$ cat config.mk
export PLATFORM = sky130hd
export DESIGN_NAME = wb_mem_arbiter_flat
export DESIGN_NICKNAME = d
export VERILOG_FILES = /design/src/rtl/orpsoc_wb_pkg.sv /design/src/rtl/wb_mem_arbiter_if.sv /design/src/rtl/wb_arb_rr_pick.sv /design/src/rtl/wb_mem_arbiter.sv /design/src/flat_wrapper.sv
export SDC_FILE = /design/constraint.sdc
export NUM_CORES = 1
export LEC_CHECK = 0
export BUFFER_PORTS_ARGS = -buffer_cell sky130_fd_sc_hd__buf_4
export CAP_MARGIN = 20
export CORE_AREA = 4 4 147 149
export DETAILED_ROUTE_END_ITERATION = 16
export DIE_AREA = 0 0 151 153
export GPL_TIMING_DRIVEN = 0
export PLACE_DENSITY_LB_ADDON = 0.2
export RECOVER_POWER = 100
export SLEW_MARGIN = 20
export SYNTH_ARGS = -nofsm -noshare
export SYNTH_HDL_FRONTEND = slang
export SYNTH_HIERARCHICAL = 1
export SYNTH_SLANG_ARGS = --single-unit
$ cat constraint.sdc
create_clock -name wb_clk_i -period 2.56 [get_ports wb_clk_i]
set_input_delay 0.512 -clock wb_clk_i [delete_from_list [all_inputs] [get_ports wb_clk_i]]
set_output_delay 0.512 -clock wb_clk_i [all_outputs]
set_load 0.05 [all_outputs]
$ cat src/rtl/orpsoc_wb_pkg.sv
// Shared Wishbone definitions for the memory arbiter.
// Cycle-type codes and the arbiter FSM encoding.
package orpsoc_wb_pkg;

  localparam logic [2:0] CTI_CLASSIC = 3'b000;
  localparam logic [2:0] CTI_INC     = 3'b010;
  localparam logic [2:0] CTI_EOB     = 3'b111;

  typedef enum logic {
    ARB_IDLE  = 1'b0,
    ARB_OWNED = 1'b1
  } arb_state_t;

endpackage

$ cat src/rtl/wb_mem_arbiter_if.sv
// Bus bundle between NM Wishbone masters, the arbiter and one slave.
// slave: arbiter side; master: environment (masters plus memory).
interface wb_mem_arbiter_if #(
  parameter int NM = 3,
  parameter int AW = 32,
  parameter int DW = 32
);
  localparam int SW = DW / 8;

  logic [NM*AW-1:0] m_adr_i;
  logic [NM*DW-1:0] m_dat_i;
  logic [NM*SW-1:0] m_sel_i;
  logic [NM-1:0]    m_we_i;
  logic [NM-1:0]    m_cyc_i;
  logic [NM-1:0]    m_stb_i;
  logic [NM*3-1:0]  m_cti_i;
  logic [NM*2-1:0]  m_bte_i;
  logic [DW-1:0]    m_dat_o;
  logic [NM-1:0]    m_ack_o;
  logic [NM-1:0]    m_err_o;
  logic [NM-1:0]    m_rty_o;

  logic [AW-1:0]    s_adr_o;
  logic [DW-1:0]    s_dat_o;
  logic [SW-1:0]    s_sel_o;
  logic             s_we_o;
  logic [2:0]       s_cti_o;
  logic [1:0]       s_bte_o;
  logic             s_cyc_o;
  logic             s_stb_o;
  logic [DW-1:0]    s_dat_i;
  logic             s_ack_i;
  logic             s_err_i;
  logic             s_rty_i;

  logic [NM-1:0]    grant_o;

  modport slave (
    input  m_adr_i, m_dat_i, m_sel_i, m_we_i,
    input  m_cyc_i, m_stb_i, m_cti_i, m_bte_i,
    input  s_dat_i, s_ack_i, s_err_i, s_rty_i,
    output m_dat_o, m_ack_o, m_err_o, m_rty_o,
    output s_adr_o, s_dat_o, s_sel_o, s_we_o,
    output s_cti_o, s_bte_o, s_cyc_o, s_stb_o,
    output grant_o
  );

  modport master (
    output m_adr_i, m_dat_i, m_sel_i, m_we_i,
    output m_cyc_i, m_stb_i, m_cti_i, m_bte_i,
    output s_dat_i, s_ack_i, s_err_i, s_rty_i,
    input  m_dat_o, m_ack_o, m_err_o, m_rty_o,
    input  s_adr_o, s_dat_o, s_sel_o, s_we_o,
    input  s_cti_o, s_bte_o, s_cyc_o, s_stb_o,
    input  grant_o
  );

endinterface

$ cat src/rtl/wb_arb_rr_pick.sv
// Round-robin picker: rotate requests past the last owner,
// take the lowest set bit, rotate the one-hot result back.
module wb_arb_rr_pick #(
  parameter int NM = 3,
  parameter int LW = $clog2(NM)
) (
  input  logic [NM-1:0] req,
  input  logic [LW-1:0] last,
  output logic [NM-1:0] pick
);

  logic [NM-1:0] rot;
  logic [NM-1:0] low;
  int            sh;

  always_comb begin
    sh   = int'(last) + 1;
    rot  = '0;
    low  = '0;
    pick = '0;
    for (int i = 0; i < NM; i++)
      rot[i] = req[(i + sh) % NM];
    for (int i = NM - 1; i >= 0; i--)
      if (rot[i]) begin
        low    = '0;
        low[i] = 1'b1;
      end
    for (int i = 0; i < NM; i++)
      pick[(i + sh) % NM] = low[i];
  end

endmodule

$ cat src/rtl/wb_mem_arbiter.sv
// Round-robin Wishbone arbiter, grant held for the whole cyc envelope.
// Define WB_ARB_TIMEOUT_EN to add the hung-slave watchdog.
module wb_mem_arbiter
  import orpsoc_wb_pkg::*;
#(
  parameter int NM             = 3,
  parameter int AW             = 32,
  parameter int DW             = 32,
  parameter int TIMEOUT_CYCLES = 255
) (
  input logic             wb_clk_i,
  input logic             wb_rst_i,
  wb_mem_arbiter_if.slave bus
);

  localparam int LW = $clog2(NM);
  localparam int SW = DW / 8;

  arb_state_t    state, state_d;
  logic [NM-1:0] grant, grant_d, pick;
  logic [LW-1:0] last, last_d, own;
  logic          owned, own_cyc, own_stb, timeout;

  wb_arb_rr_pick #(
    .NM(NM),
    .LW(LW)
  ) u_pick (
    .req (bus.m_cyc_i),
    .last(last),
    .pick(pick)
  );

  always_comb begin
    own = '0;
    for (int i = 0; i < NM; i++)
      if (grant[i]) own = LW'(i);
  end

  // reset kills the envelope in the same cycle it is raised
  assign owned   = (state == ARB_OWNED) && !wb_rst_i;
  assign own_cyc = bus.m_cyc_i[own];
  assign own_stb = bus.m_stb_i[own];

`ifdef WB_ARB_TIMEOUT_EN
  logic [15:0] wd_cnt;
  logic        term;

  assign term = bus.s_ack_i | bus.s_err_i | bus.s_rty_i;

  always_ff @(posedge wb_clk_i or posedge wb_rst_i) begin
    if (wb_rst_i)
      wd_cnt <= '0;
    else if (bus.s_stb_o && !term)
      wd_cnt <= wd_cnt + 16'd1;
    else
      wd_cnt <= '0;
  end

  assign timeout = (state == ARB_OWNED) &&
                   (wd_cnt == 16'(TIMEOUT_CYCLES));
`else
  assign timeout = 1'b0;
`endif

  always_ff @(posedge wb_clk_i or posedge wb_rst_i) begin
    if (wb_rst_i) begin
      state <= ARB_IDLE;
      grant <= '0;
      last  <= LW'(NM - 1);
    end else begin
      state <= state_d;
      grant <= grant_d;
      last  <= last_d;
    end
  end

  always_comb begin
    state_d = state;
    grant_d = grant;
    last_d  = last;
    unique case (state)
      ARB_IDLE:
        if (|bus.m_cyc_i) begin
          state_d = ARB_OWNED;
          grant_d = pick;
        end
      ARB_OWNED:
        if (!own_cyc || timeout) begin
          state_d = ARB_IDLE;
          grant_d = '0;
          last_d  = own;
        end
      default: state_d = ARB_IDLE;
    endcase
  end

  always_comb begin
    bus.s_adr_o = bus.m_adr_i[own*AW +: AW];
    bus.s_dat_o = bus.m_dat_i[own*DW +: DW];
    bus.s_sel_o = bus.m_sel_i[own*SW +: SW];
    bus.s_we_o  = bus.m_we_i[own];
    bus.s_cti_o = bus.m_cti_i[own*3 +: 3];
    bus.s_bte_o = bus.m_bte_i[own*2 +: 2];
    bus.s_cyc_o = owned && own_cyc && !timeout;
    bus.s_stb_o = owned && own_cyc && own_stb && !timeout;
    bus.m_ack_o = owned ? grant & {NM{bus.s_ack_i}} : '0;
    bus.m_err_o = owned ? grant & {NM{bus.s_err_i | timeout}} : '0;
    bus.m_rty_o = owned ? grant & {NM{bus.s_rty_i}} : '0;
    bus.m_dat_o = bus.s_dat_i;
    bus.grant_o = grant;
  end

endmodule

$ cat src/flat_wrapper.sv
// flat-port wrapper written by rule: the top's interface ports become plain ports
module wb_mem_arbiter_flat import orpsoc_wb_pkg::*;
#(
  parameter int NM             = 3,
  parameter int AW             = 32,
  parameter int DW             = 32,
  parameter int TIMEOUT_CYCLES = 255
)
  (wb_clk_i, wb_rst_i, bus_m_adr_i, bus_m_dat_i, bus_m_sel_i, bus_m_we_i, bus_m_cyc_i, bus_m_stb_i, bus_m_cti_i, bus_m_bte_i, bus_s_dat_i, bus_s_ack_i, bus_s_err_i, bus_s_rty_i, bus_m_dat_o, bus_m_ack_o, bus_m_err_o, bus_m_rty_o, bus_s_adr_o, bus_s_dat_o, bus_s_sel_o, bus_s_we_o, bus_s_cti_o, bus_s_bte_o, bus_s_cyc_o, bus_s_stb_o, bus_grant_o);
  wb_mem_arbiter_if #(.NM(NM), .AW(AW), .DW(DW)) bus_i ();
  input logic wb_clk_i;
  input logic wb_rst_i;
  input wire logic [$bits(bus_i.m_adr_i)-1:0] bus_m_adr_i;
  input wire logic [$bits(bus_i.m_dat_i)-1:0] bus_m_dat_i;
  input wire logic [$bits(bus_i.m_sel_i)-1:0] bus_m_sel_i;
  input wire logic [$bits(bus_i.m_we_i)-1:0] bus_m_we_i;
  input wire logic [$bits(bus_i.m_cyc_i)-1:0] bus_m_cyc_i;
  input wire logic [$bits(bus_i.m_stb_i)-1:0] bus_m_stb_i;
  input wire logic [$bits(bus_i.m_cti_i)-1:0] bus_m_cti_i;
  input wire logic [$bits(bus_i.m_bte_i)-1:0] bus_m_bte_i;
  input wire logic [$bits(bus_i.s_dat_i)-1:0] bus_s_dat_i;
  input wire logic [$bits(bus_i.s_ack_i)-1:0] bus_s_ack_i;
  input wire logic [$bits(bus_i.s_err_i)-1:0] bus_s_err_i;
  input wire logic [$bits(bus_i.s_rty_i)-1:0] bus_s_rty_i;
  output wire logic [$bits(bus_i.m_dat_o)-1:0] bus_m_dat_o;
  output wire logic [$bits(bus_i.m_ack_o)-1:0] bus_m_ack_o;
  output wire logic [$bits(bus_i.m_err_o)-1:0] bus_m_err_o;
  output wire logic [$bits(bus_i.m_rty_o)-1:0] bus_m_rty_o;
  output wire logic [$bits(bus_i.s_adr_o)-1:0] bus_s_adr_o;
  output wire logic [$bits(bus_i.s_dat_o)-1:0] bus_s_dat_o;
  output wire logic [$bits(bus_i.s_sel_o)-1:0] bus_s_sel_o;
  output wire logic [$bits(bus_i.s_we_o)-1:0] bus_s_we_o;
  output wire logic [$bits(bus_i.s_cti_o)-1:0] bus_s_cti_o;
  output wire logic [$bits(bus_i.s_bte_o)-1:0] bus_s_bte_o;
  output wire logic [$bits(bus_i.s_cyc_o)-1:0] bus_s_cyc_o;
  output wire logic [$bits(bus_i.s_stb_o)-1:0] bus_s_stb_o;
  output wire logic [$bits(bus_i.grant_o)-1:0] bus_grant_o;
  assign bus_i.m_adr_i = bus_m_adr_i;
  assign bus_i.m_dat_i = bus_m_dat_i;
  assign bus_i.m_sel_i = bus_m_sel_i;
  assign bus_i.m_we_i = bus_m_we_i;
  assign bus_i.m_cyc_i = bus_m_cyc_i;
  assign bus_i.m_stb_i = bus_m_stb_i;
  assign bus_i.m_cti_i = bus_m_cti_i;
  assign bus_i.m_bte_i = bus_m_bte_i;
  assign bus_i.s_dat_i = bus_s_dat_i;
  assign bus_i.s_ack_i = bus_s_ack_i;
  assign bus_i.s_err_i = bus_s_err_i;
  assign bus_i.s_rty_i = bus_s_rty_i;
  assign bus_m_dat_o = bus_i.m_dat_o;
  assign bus_m_ack_o = bus_i.m_ack_o;
  assign bus_m_err_o = bus_i.m_err_o;
  assign bus_m_rty_o = bus_i.m_rty_o;
  assign bus_s_adr_o = bus_i.s_adr_o;
  assign bus_s_dat_o = bus_i.s_dat_o;
  assign bus_s_sel_o = bus_i.s_sel_o;
  assign bus_s_we_o = bus_i.s_we_o;
  assign bus_s_cti_o = bus_i.s_cti_o;
  assign bus_s_bte_o = bus_i.s_bte_o;
  assign bus_s_cyc_o = bus_i.s_cyc_o;
  assign bus_s_stb_o = bus_i.s_stb_o;
  assign bus_grant_o = bus_i.grant_o;
  wb_mem_arbiter #(.NM(NM), .AW(AW), .DW(DW), .TIMEOUT_CYCLES(TIMEOUT_CYCLES)) u_core (.wb_clk_i(wb_clk_i), .wb_rst_i(wb_rst_i), .bus(bus_i));
endmodule
==> flow_summary.toml <==
[grt]
grt_usage_pct = 12.4
grt_pass1_vias = 3880
antenna_found_initial = 1
grt_pass1_wl_um = 22700
grt_max_degree = 12
grt-ovfl-total = 0

[layout]
syn2layout_area_growth_pct = 113
nets = 989
fillers = 2349
drive_gt1_share_pct = 51.7

[route]
routed_via_density = 3.84
wl_um = 16300
routed-via-count = 3800
drc = 0
dr.pass1.iters = 4
drt_iter0_markers = 74
wl_per_cell_um = 16.4
drtAntennaViolNets = 0

[timing]
rsz0062_at_grt = "no"
maxSlewHeadroom_pct = 57.5
holdWs_ns = 0.265
max_freq_mhz = 419
hold_viol = 0
tightest_slew_ns = 0.640
fin_tns_setup_ns = 0
period_needed_ns = 2.39
finalSetupViolations = 0
clock_skew_ns = 0.00177
finalMaxSlewViolations = 0
period_share_pct = 93.3

[clock_tree]
cts_root_buf = "clkbuf_16"
numCtsBuffers = 3
cts_buffer_depth = 2
cts_setup_buffers = 0
ctsResizeCount = 0
cts_tree = "yes"
cts_hold_buf = 0
clk_latency_ns = 0.23
htree_num_levels = 1
clkTransAtPathRegs_ns = 0.04
cts.sinks = 6

[setup_path]
cp_slowest_cell = "clkbuf_1"
cpMostUsedCell = "buf_2"
path_class = "flip-flop to primary output"
path_cells = "buf_2, clkbuf_1, nand2_1, o21ai_1, buf_2"
reg2reg_slack_ns = 0.45
cp_data_required_time_ns = 2.05
cp-start-kind = "flip-flop"
r2r.worst_path.cells = 8
crit_fanout = 10
reg2reg_to = "u_core/bus.grant_o[0]"
path_depth = 5
cp_top_family = "buffers and inverters"
cp_slowest_stage_delay_ns = 0.45
reg2reg_from = "u_core/last[1]"
cp.arrival_ns = 1.88
critPathCaptureType = "primary output"
path_buf_inv = 3

[synthesis]
synth_top_area_share_pct = 32.4
synth_area_mm2 = 0.00247
syn_avg_cell_area_um2 = 6.81
synthTopCellsByArea = "mux2i_1, o21ai_0, nand2_1"
yosysWarningCount = 6
synth_edf_count = 0
yosys_register_bits = 6
synth_common_cells = "nand2_1, mux2i_1, o21ai_0"
syn_inst = 363
synthArstFlopShare_pct = 100
synthFlopType = "dfrtp_1"
synth_nets = 632
synth_top_cell_by_area = "mux2i_1"
synthDistinctLibCells = 37
synth.most_common_cell = "nand2_1"
ys_seq_area_share_pct = 6.12

[die]
rows = 52
fp.coreArea_mm2 = 0.0202
io_pins = 385
start_util_pct = 12.3
chipHeight_um = 153
die_w_um = 151
fp.dieArea_mm2 = 0.0231

[power_and_ir_drop]
peakVddDrop_mv = 0.436
powerDensity_mw_per_mm2 = 1150
leakage_nw = 2.47

[min_path]
worstHoldPathType = "input port to asynchronous set/reset pin"

[placed_design]
routabilityCongestion = 0.810
hpwl_um = 14000
port_buffers = 352

[flow_run]
drv_cap = 0

[run_status]
status = "completed"
[how the worst max path moves through the flow]
stage	start	to	slack [ns]
CTS	u_core/bus.grant_o[2]	bus_s_sel_o[2]	0.11
global route	u_core/bus.grant_o[2]	bus_s_dat_o[20]	0.03
detailed placement	u_core/bus.grant_o[2]	bus_s_sel_o[2]	0.36
floorplan	u_core/bus.grant_o[1]	bus_s_adr_o[18]	0.13
finish	u_core/bus.grant_o[2]	bus_s_dat_o[16]	0.17
global placement	u_core/bus.grant_o[2]	bus_s_sel_o[2]	0.39
[metal layers]
| metal | vias up | track usage (%) | part of all wire, % |
|---|---|---|---|
| met5 | - | 0 | 0 |
| met4 | 0 | 1.21 | 0.17 |
| met3 | 2 | 2.31 | 8.3 |
| met2 | 156 | 24.7 | 55 |
| met1 | 1701 | 13.8 | 37 |
| li1 | 1941 | - | - |
[flip-flops by register name, summed over array words and instances (netlist names)]
signal              count
u_core/last             2
u_core/state            1
u_core/bus.grant_o      3
[through the flow]
stage	util [%]	power, mW	instances	instance area (um^2)	worst slack [ns]
after global placement	27.1	6.19	985	5460	0.388
after CTS	27.5	6.46	989	5540	0.107
after floorplan	-	4.21	363	2480	0.129
after detailed placement	27.1	6.18	985	5460	0.363
final	26.1	6.02	990	5260	0.171
after global routing	26.1	6.35	990	5260	0.0279
[kinds of logic after synthesis]
| logic type | after synthesis | synth area share (%) |
|---|---|---|
| AO/OA/AOI/OAI | 94 | 21.1 |
| adder cells (fa/ha/maj) | 4 | 2.02 |
| buffers and inverters | 68 | 18.0 |
| flip-flops | 6 | 6.12 |
| multiplexers | 82 | 33.9 |
| AND/OR/NAND/NOR | 109 | 18.9 |
[where the power goes]
group / leakage (nW) / total [mW] / internal [mW] / switching (mW)
Combinational: 2.36 / 5.59 / 1.53 / 4.06
Sequential: 0.0749 / 0.167 / 0.132 / 0.0351
Clock: 0.0382 / 0.263 / 0.207 / 0.0564
Total: 2.47 / 6.02 / 1.87 / 4.15
[cell usage in the layout, fill, tap and decap left out, types with 2 or more instances in the layout]
master       n
o21ai_1     51
clkbuf_4     6
o32a_1       2
dfrtp_1      5
o21ai_0     29
and3_1       2
clkbuf_2    41
buf_6        7
ha_1         4
o22ai_1      2
nor2b_1      2
clkbuf_16    3
buf_4      291
clkbuf_1    53
mux2i_1     80
inv_1        7
nand2_1     85
nor2_1      11
buf_2       16
[area by class of cell]
type,instances,area (um^2),share of cell area [%]
clock buffers,4,78.8,1.50
plain buffers,61,418,7.94
multi-input cells,289,1870,35.6
repair buffers,352,2370,45.1
flip-flops and latches,6,151,2.88
inverters,7,26.3,0.500
well taps,270,338,6.42
diodes,1,2.50,0.0476
[worst register-to-register path, delay by kind of cell, from the launching register on]
family                     cells  cell delay, ns
adders and majority gates      1            0.27
DFF                            1            0.56
muxes                          2            0.38
buffers and inverters          1            0.08
and+or+nand+nor                1            0.22
AOI/OAI and AO/OA              3            0.46
(Power assumes the default switching activity.)
